==> config.mk <==
export PLATFORM = sky130hd
export DESIGN_NAME = d_branch_resolve_unit_flat
export DESIGN_NICKNAME = d
export VERILOG_FILES = /design/src/rtl/d_branch_resolve_unit_if.sv /design/src/rtl/d_branch_resolve_unit.sv /design/src/flat_wrapper.sv
export SDC_FILE = /design/constraint.sdc
export NUM_CORES = 1
export LEC_CHECK = 0
export CAP_MARGIN = 5
export CORE_UTILIZATION = 40
export CTS_CLUSTER_DIAMETER = 40
export CTS_CLUSTER_SIZE = 8
export DETAILED_ROUTE_END_ITERATION = 6
export HOLD_SLACK_MARGIN = 0.15
export PLACE_DENSITY = 0.78
export SYNTH_ARGS = -nofsm -noshare
export SYNTH_HDL_FRONTEND = slang
export SYNTH_SLANG_ARGS = --single-unit
==> constraint.sdc <==
create_clock -name clk -period 2 [get_ports clk]
set_input_delay 0.4 -clock clk [delete_from_list [all_inputs] [get_ports clk]]
set_output_delay 0.4 -clock clk [all_outputs]
set_load 0.005 [all_outputs]
==> src/rtl/d_branch_resolve_unit_if.sv <==
// Decode-stage branch handshake between the D stage and the branch resolver.
// The D stage presents the branch and its operands; the resolver answers with stall and decision.
interface d_branch_resolve_unit_if #(
    parameter int WIDTH = 32
);
    logic             br_valid;
    logic [2:0]       br_op;
    logic [WIDTH-1:0] rd1;
    logic [WIDTH-1:0] rd2;
    logic             rd1_ready;
    logic             rd2_ready;
    logic             flush;
    logic             cmp_stall;
    logic             b_done;
    logic             b_jump;

    modport master (
        output br_valid, br_op, rd1, rd2, rd1_ready, rd2_ready, flush,
        input  cmp_stall, b_done, b_jump
    );

    modport slave (
        input  br_valid, br_op, rd1, rd2, rd1_ready, rd2_ready, flush,
        output cmp_stall, b_done, b_jump
    );
endinterface

==> src/rtl/d_branch_resolve_unit.sv <==
// Decode-stage branch resolver: waits for forwardable operands, evaluates the MIPS
// condition (signed) and delivers a one-cycle registered decision plus saturating stats.
//
// state   | meaning
// IDLE    | no branch in flight; resolves immediately if operands are ready
// WAIT    | branch present, waiting for a needed operand to become final
// RESOLVE | b_done/b_jump valid this cycle; D register advances
module d_branch_resolve_unit #(
    parameter int WIDTH = 32,
    parameter int CNT_W = 16
) (
    input  logic                   clk,
    input  logic                   reset,
    d_branch_resolve_unit_if.slave bus,
    input  logic                   clr_cnt,
    output logic [CNT_W-1:0]       cnt_branch,
    output logic [CNT_W-1:0]       cnt_taken,
    output logic [CNT_W-1:0]       cnt_wait
);
    typedef enum logic [1:0] {
        IDLE    = 2'd0,
        WAIT    = 2'd1,
        RESOLVE = 2'd2
    } state_t;

    localparam logic [CNT_W-1:0] CNT_MAX = '1;

    state_t state, next_state;
    logic   ready, cond, capture, wait_inc;
    logic   rd1_zero, rd1_neg;
    logic   done_q, jump_q;

    assign rd1_zero = (bus.rd1 == '0);
    assign rd1_neg  = bus.rd1[WIDTH-1];

    always_comb begin
        ready = 1'b1;
        cond  = 1'b0;
        case (bus.br_op)
            3'd0: begin ready = bus.rd1_ready & bus.rd2_ready; cond = (bus.rd1 == bus.rd2); end
            3'd1: begin ready = bus.rd1_ready & bus.rd2_ready; cond = (bus.rd1 != bus.rd2); end
            3'd2: begin ready = bus.rd1_ready; cond = rd1_neg | rd1_zero; end
            3'd3: begin ready = bus.rd1_ready; cond = !rd1_neg && !rd1_zero; end
            3'd4: begin ready = bus.rd1_ready; cond = rd1_neg; end
            3'd5: begin ready = bus.rd1_ready; cond = !rd1_neg; end
            3'd6: cond = 1'b1;
            default: cond = 1'b0;
        endcase
    end

    always_comb begin
        next_state = state;
        capture    = 1'b0;
        wait_inc   = 1'b0;
        case (state)
            IDLE: begin
                if (bus.br_valid && !bus.flush) begin
                    if (ready) begin
                        capture    = 1'b1;
                        next_state = RESOLVE;
                    end else begin
                        next_state = WAIT;
                    end
                end
            end
            WAIT: begin
                if (bus.flush) begin
                    next_state = IDLE;
                end else if (ready) begin
                    capture    = 1'b1;
                    next_state = RESOLVE;
                end else begin
                    wait_inc = 1'b1;
                end
            end
            RESOLVE: next_state = IDLE;
            default: next_state = IDLE;
        endcase
    end

    always_ff @(posedge clk or negedge reset) begin
        if (!reset) begin
            state  <= IDLE;
            done_q <= 1'b0;
            jump_q <= 1'b0;
        end else begin
            state  <= next_state;
            done_q <= capture;
            jump_q <= capture & cond;
        end
    end

    // Clear takes priority over any increment landing on the same edge.
    always_ff @(posedge clk or negedge reset) begin
        if (!reset) begin
            cnt_branch <= '0;
            cnt_taken  <= '0;
            cnt_wait   <= '0;
        end else if (clr_cnt) begin
            cnt_branch <= '0;
            cnt_taken  <= '0;
            cnt_wait   <= '0;
        end else begin
            if (capture && cnt_branch != CNT_MAX)
                cnt_branch <= cnt_branch + 1'b1;
            if (capture && cond && cnt_taken != CNT_MAX)
                cnt_taken <= cnt_taken + 1'b1;
            if (wait_inc && cnt_wait != CNT_MAX)
                cnt_wait <= cnt_wait + 1'b1;
        end
    end

    assign bus.cmp_stall = bus.br_valid && (state != RESOLVE) && reset;
    assign bus.b_done    = done_q;
    assign bus.b_jump    = jump_q;
endmodule

==> src/flat_wrapper.sv <==
// flat-port wrapper written by rule: the top's interface ports become plain ports
module d_branch_resolve_unit_flat 
#(
    parameter int WIDTH = 32,
    parameter int CNT_W = 16
)
  (clk, reset, clr_cnt, cnt_branch, cnt_taken, cnt_wait, bus_br_valid, bus_br_op, bus_rd1, bus_rd2, bus_rd1_ready, bus_rd2_ready, bus_flush, bus_cmp_stall, bus_b_done, bus_b_jump);
  d_branch_resolve_unit_if #(.WIDTH(WIDTH)) bus_i ();
  input  logic clk;
  input  logic reset;
  input  logic clr_cnt;
  output logic [CNT_W-1:0] cnt_branch;
  output logic [CNT_W-1:0] cnt_taken;
  output logic [CNT_W-1:0] cnt_wait;
  input wire logic [$bits(bus_i.br_valid)-1:0] bus_br_valid;
  input wire logic [$bits(bus_i.br_op)-1:0] bus_br_op;
  input wire logic [$bits(bus_i.rd1)-1:0] bus_rd1;
  input wire logic [$bits(bus_i.rd2)-1:0] bus_rd2;
  input wire logic [$bits(bus_i.rd1_ready)-1:0] bus_rd1_ready;
  input wire logic [$bits(bus_i.rd2_ready)-1:0] bus_rd2_ready;
  input wire logic [$bits(bus_i.flush)-1:0] bus_flush;
  output wire logic [$bits(bus_i.cmp_stall)-1:0] bus_cmp_stall;
  output wire logic [$bits(bus_i.b_done)-1:0] bus_b_done;
  output wire logic [$bits(bus_i.b_jump)-1:0] bus_b_jump;
  assign bus_i.br_valid = bus_br_valid;
  assign bus_i.br_op = bus_br_op;
  assign bus_i.rd1 = bus_rd1;
  assign bus_i.rd2 = bus_rd2;
  assign bus_i.rd1_ready = bus_rd1_ready;
  assign bus_i.rd2_ready = bus_rd2_ready;
  assign bus_i.flush = bus_flush;
  assign bus_cmp_stall = bus_i.cmp_stall;
  assign bus_b_done = bus_i.b_done;
  assign bus_b_jump = bus_i.b_jump;
  d_branch_resolve_unit #(.WIDTH(WIDTH), .CNT_W(CNT_W)) u_core (.clk(clk), .reset(reset), .bus(bus_i), .clr_cnt(clr_cnt), .cnt_branch(cnt_branch), .cnt_taken(cnt_taken), .cnt_wait(cnt_wait));
endmodule
==> metrics.txt <==
# TYPE chip_impl_metric gauge
chip_impl_metric{name="synthesis.area_per_instance",unit="um^2"} 9.174
chip_impl_metric{name="dr.pass1.iters",unit=""} 4
chip_impl_metric{name="clock_tree.htree_level_count",unit=""} 2
chip_impl_metric{name="detail_route.wirelength",unit="mm"} 11.74
chip_impl_metric{name="postLayoutSetupSlackWorst",unit="ns"} -0.2889
chip_impl_info{name="crit_chain",value="clkdlybuf4s15_1 > xor2_1 > nor4_2 > nand4_1 > or3_4 > nand2_8 > buf_6 > buf_12 > nor2_4 > mux2_4"} 1
chip_impl_metric{name="ys_async_sr_fraction",unit=""} 1.000
chip_impl_metric{name="clock_sinks",unit=""} 52
chip_impl_metric{name="cts.hold.buffers_added",unit=""} 0
chip_impl_metric{name="die_x",unit="um"} 92.24
chip_impl_metric{name="ff2ff_path_depth",unit=""} 8
chip_impl_metric{name="io_buffer_count",unit=""} 124
chip_impl_metric{name="final_area",unit="um^2"} 5684
chip_impl_metric{name="final_nets",unit=""} 626
chip_impl_metric{name="synth_fp_nets",unit=""} 432
chip_impl_metric{name="top_level_port_count",unit=""} 125
chip_impl_metric{name="report.final.hold_viol_count",unit=""} 0
chip_impl_metric{name="comb_power_share",unit=""} 0.199
chip_impl_info{name="setup_repair_after_global_routing_missed_its_margin",value="true"} 1
chip_impl_metric{name="grt_antenna_before_repair",unit=""} 0
chip_impl_metric{name="met2RoutedLength",unit="mm"} 5.695
chip_impl_metric{name="number_of_warning_messages_in_the_yosys_log",unit=""} 0
chip_impl_metric{name="totalPowerFinal",unit="W"} 0.002307
chip_impl_metric{name="track_usage",unit=""} 0.2661
chip_impl_metric{name="clk-insertion-delay-late",unit="ns"} 0.31
chip_impl_metric{name="final_layout_size_suffix_gt1_frac",unit=""} 0.3582
chip_impl_metric{name="clkTransAtPathRegs",unit="ns"} 0.11
chip_impl_metric{name="synth-edff-count",unit=""} 0
chip_impl_metric{name="grt_pass1_wl",unit="mm"} 17.84
chip_impl_metric{name="dp_cells",unit=""} 620
chip_impl_metric{name="p_per_area",unit="nW/um^2"} 405.8
chip_impl_info{name="crit_path_end_kind",value="register"} 1
chip_impl_metric{name="num_vias",unit=""} 3640
chip_impl_metric{name="gpl.final_weighted_congestion",unit=""} 0.8081
chip_impl_info{name="timing_worst_setup_path_type",value="input port to register"} 1
chip_impl_metric{name="internal_power_of_the_cells",unit="W"} 0.001695
chip_impl_info{name="worst_hold_path_type",value="input port to asynchronous set/reset pin"} 1
chip_impl_metric{name="achievable-frequency",unit="MHz"} 436.9
chip_impl_metric{name="worst_path_largest_cell_delay",unit="ns"} 0.47
chip_impl_metric{name="p_leak",unit="nW"} 2.367
chip_impl_metric{name="post_route_minimum_period",unit="ns"} 2.289
chip_impl_metric{name="detailed_route_wire_length_on_metal_1",unit="mm"} 4.761
chip_impl_metric{name="floorplan.die.height",unit="um"} 92.24
chip_impl_metric{name="post_synth_num_cell_types",unit=""} 48
chip_impl_info{name="run_status",value="finished with violations"} 1
chip_impl_metric{name="mean_routed_wirelength_per_cell",unit="um"} 17.94
chip_impl_metric{name="globalRouteOverflowTotal",unit=""} 0
chip_impl_metric{name="min_period_over_period",unit=""} 1.144
chip_impl_info{name="violations_in_the_final_reports",value="negative setup slack"} 1
chip_impl_metric{name="power.net_switching",unit="W"} 0.0006117
chip_impl_info{name="cts_root_buf",value="sky130_fd_sc_hd__clkbuf_8"} 1
chip_impl_metric{name="drt.antenna.violating_nets",unit=""} 0
chip_impl_metric{name="netlist_area",unit="um^2"} 3257
chip_impl_metric{name="detailedPlacementHpwl",unit="mm"} 7.619
chip_impl_metric{name="first_global_vias",unit=""} 3497
chip_impl_info{name="start_kind",value="input port"} 1
chip_impl_info{name="slowest_stage",value="sky130_fd_sc_hd__or3_4"} 1
chip_impl_info{name="tritoncts",value="done"} 1
chip_impl_metric{name="timing.clock.skew",unit="ns"} 0.01853
chip_impl_info{name="routed.top_layer",value="met4"} 1
chip_impl_metric{name="slew_headroom",unit=""} 0.5355
chip_impl_metric{name="cap_violations",unit=""} 0
chip_impl_metric{name="worst_hold_slack",unit="ns"} 0.2896
chip_impl_metric{name="dieArea",unit="um^2"} 8507
chip_impl_metric{name="ffs_latches_synth",unit=""} 52
chip_impl_metric{name="fp-row-count",unit=""} 32
chip_impl_metric{name="proportion_of_synthesized_chip_area_in_sequential_cells",unit=""} 0.3995
chip_impl_metric{name="critical_path_required",unit="ns"} 2.21
chip_impl_metric{name="layoutNonFillerInstCount",unit=""} 654
chip_impl_metric{name="grt_start_max_net_pins",unit=""} 53
chip_impl_metric{name="via_per_inst",unit=""} 5.566
chip_impl_metric{name="ir_worst_vdd",unit="uV"} 346.7
chip_impl_metric{name="syn2layout_area_growth",unit="%"} 74.53
chip_impl_metric{name="standard_cell_area_after_detailed_placement",unit="um^2"} 4991
chip_impl_metric{name="slew_violations",unit=""} 0
chip_impl_metric{name="met3WireLength",unit="um"} 840
chip_impl_metric{name="setup_viol",unit=""} 18
chip_impl_metric{name="cts_inserted_buffers",unit=""} 5
chip_impl_metric{name="power.switching_fraction",unit=""} 0.2652
chip_impl_metric{name="floorplan.core_area",unit="um^2"} 7807
chip_impl_info{name="synth_top_flop_cell",value="sky130_fd_sc_hd__dfrtp_1"} 1
chip_impl_metric{name="critPathMaxFanout",unit=""} 5
chip_impl_metric{name="clockBufferDepth",unit=""} 2
chip_impl_metric{name="critPathArrivalTime",unit="ns"} 2.50
chip_impl_metric{name="worstMarginPinSlew",unit="ns"} 0.6968
chip_impl_metric{name="drt_drc_violations_left",unit=""} 0
chip_impl_metric{name="clock_power_share",unit=""} 0.340
chip_impl_metric{name="n_fill_cell",unit=""} 565
chip_impl_metric{name="seq_power_share",unit=""} 0.461
chip_impl_metric{name="netlist_instances",unit=""} 355
chip_impl_metric{name="drt_iter0_drc",unit=""} 138
chip_impl_metric{name="initial_core_util",unit=""} 0.4171
-- per-stage QoR --
stage                       util   TNS, ns  worst slack [ns]
after floorplan                -  -0.09625          -0.03993
after global placement    0.6393    -29.30           -0.9136
after detailed placement  0.6393    -31.18           -0.9802
after CTS                 0.6939    -1.966           -0.1920
after global routing      0.7274    -5.949           -0.3846
final                     0.7280    -3.697           -0.2889
-- power groups by stage --
stage / Clock, W / Sequential [W] / Combinational [W]
finish: 0.000784 / 0.00106 / 0.000458
global placement: 0 / 0.00108 / 0.000387
floorplan: 0 / 0.00109 / 0.000120
global route: 0.000845 / 0.00107 / 0.000488
detailed placement: 0 / 0.00109 / 0.000398
CTS: 0.000795 / 0.00106 / 0.000415
-- what timing repair did --
action,CTS,global route
setup endpoints to repair,42,37
setup buffers,14,11
gates cloned,2,0
pin swaps,59,49
gates resized for setup,226,60
-- worst paths after layout --
check	from	to	slack (ns)
min in group clk	u_core.cnt_branch[8]$_DFFE_PN0P_	u_core.cnt_branch[8]$_DFFE_PN0P_	0.58
hold reg to reg	u_core.cnt_branch[8]$_DFFE_PN0P_	u_core.cnt_branch[8]$_DFFE_PN0P_	0.58
setup / recovery	bus_rd2[9]	u_core.cnt_taken[0]$_DFFE_PN0P_	-0.29
max in group asynchronous	reset	u_core.cnt_branch[1]$_DFFE_PN0P_	1.21
setup reg to reg	u_core.cnt_taken[2]$_DFFE_PN0P_	u_core.cnt_taken[0]$_DFFE_PN0P_	-0.18
hold / removal	reset	u_core.cnt_taken[3]$_DFFE_PN0P_	0.29
-- layout make-up --
class	count	area, um^2	area share
timing repair buffer	196	1723	0.3031
antenna	2	5.005	0.0008805
multi-input combinational	288	2382	0.4191
inverter	6	22.52	0.003962
clock buffer	6	82.58	0.01453
clock inverter	2	38.79	0.006824
tap	102	127.6	0.02245
sequential	52	1303	0.2291
-- Yosys cell counts (7+ instances only) --
| master | instances | share of area |
|---|---|---|
| sky130_fd_sc_hd__nand4_1 | 14 | 0.027 |
| sky130_fd_sc_hd__xor2_1 | 45 | 0.12 |
| sky130_fd_sc_hd__nand2_1 | 26 | 0.030 |
| sky130_fd_sc_hd__or3_1 | 9 | 0.017 |
| sky130_fd_sc_hd__nor2b_1 | 9 | 0.017 |
| sky130_fd_sc_hd__mux2_1 | 9 | 0.031 |
| sky130_fd_sc_hd__xnor2_1 | 9 | 0.024 |
| sky130_fd_sc_hd__o21ai_1 | 7 | 0.011 |
| sky130_fd_sc_hd__nor4_1 | 18 | 0.035 |
| sky130_fd_sc_hd__a21oi_1 | 14 | 0.022 |
| sky130_fd_sc_hd__and3_1 | 8 | 0.015 |
| sky130_fd_sc_hd__nand3_1 | 15 | 0.023 |
| sky130_fd_sc_hd__dfrtp_1 | 52 | 0.40 |
| sky130_fd_sc_hd__nor3_1 | 9 | 0.014 |
| sky130_fd_sc_hd__nor2_1 | 47 | 0.054 |
-- layout by cell type (no fill, tap or decap), types with 4 or more instances in the layout --
cell and instances:
sky130_fd_sc_hd__dfrtp_1 51, sky130_fd_sc_hd__o21ai_1 6, sky130_fd_sc_hd__clkbuf_2 5, sky130_fd_sc_hd__nor4_4 9, sky130_fd_sc_hd__or4_4 4, sky130_fd_sc_hd__and3_1 7
sky130_fd_sc_hd__a21oi_1 9, sky130_fd_sc_hd__clkbuf_8 6, sky130_fd_sc_hd__xor2_1 43, sky130_fd_sc_hd__or3_1 7, sky130_fd_sc_hd__nor2b_1 9, sky130_fd_sc_hd__nand3_1 12
sky130_fd_sc_hd__clkdlybuf4s15_2 6, sky130_fd_sc_hd__buf_4 61, sky130_fd_sc_hd__nand4_1 14, sky130_fd_sc_hd__xnor2_1 9, sky130_fd_sc_hd__mux2_4 6, sky130_fd_sc_hd__a21oi_2 5
sky130_fd_sc_hd__clkdlybuf4s15_1 16, sky130_fd_sc_hd__nor3_1 6, sky130_fd_sc_hd__nand2_1 24, sky130_fd_sc_hd__nor4_2 9, sky130_fd_sc_hd__inv_1 5, sky130_fd_sc_hd__buf_6 13
sky130_fd_sc_hd__nor2_1 43, sky130_fd_sc_hd__dlygate4sd2_1 18, sky130_fd_sc_hd__clkdlybuf4s50_1 51, sky130_fd_sc_hd__buf_2 22
-- state kept, by name, summed over array words and instances, names as in the netlist --
register and flops:
u_core.cnt_branch 16, u_core.state 2, u_core.bus.b_jump 1, u_core.cnt_taken 16
u_core.bus.b_done 1, u_core.cnt_wait 16
-- kinds of logic after synthesis --
group | share of synthesized area
buffers and inverters | 0.02190
DFF | 0.3995
adders and majority gates | 0.01460
muxes | 0.03727
and+or+nand+nor | 0.3089
xor gates and xnor gates | 0.1452
AOI/OAI and AO/OA | 0.07261
-- per-layer routing --
| metal | up-vias | global-route usage |
|---|---|---|
| met5 | - | 0 |
| li1 | 1668 | - |
| met2 | 168 | 0.4527 |
| met1 | 1762 | 0.3391 |
| met3 | 42 | 0.04726 |
| met4 | 0 | 0.09245 |
-- critical path: cells and delay by family --
family        cells  cell delay [ns]
mux               1             0.29
buf+inv           3             0.44
xor+xnor          1             0.18
simple gates      5             1.18
Note: power is estimated with default switching activity, not from simulation.
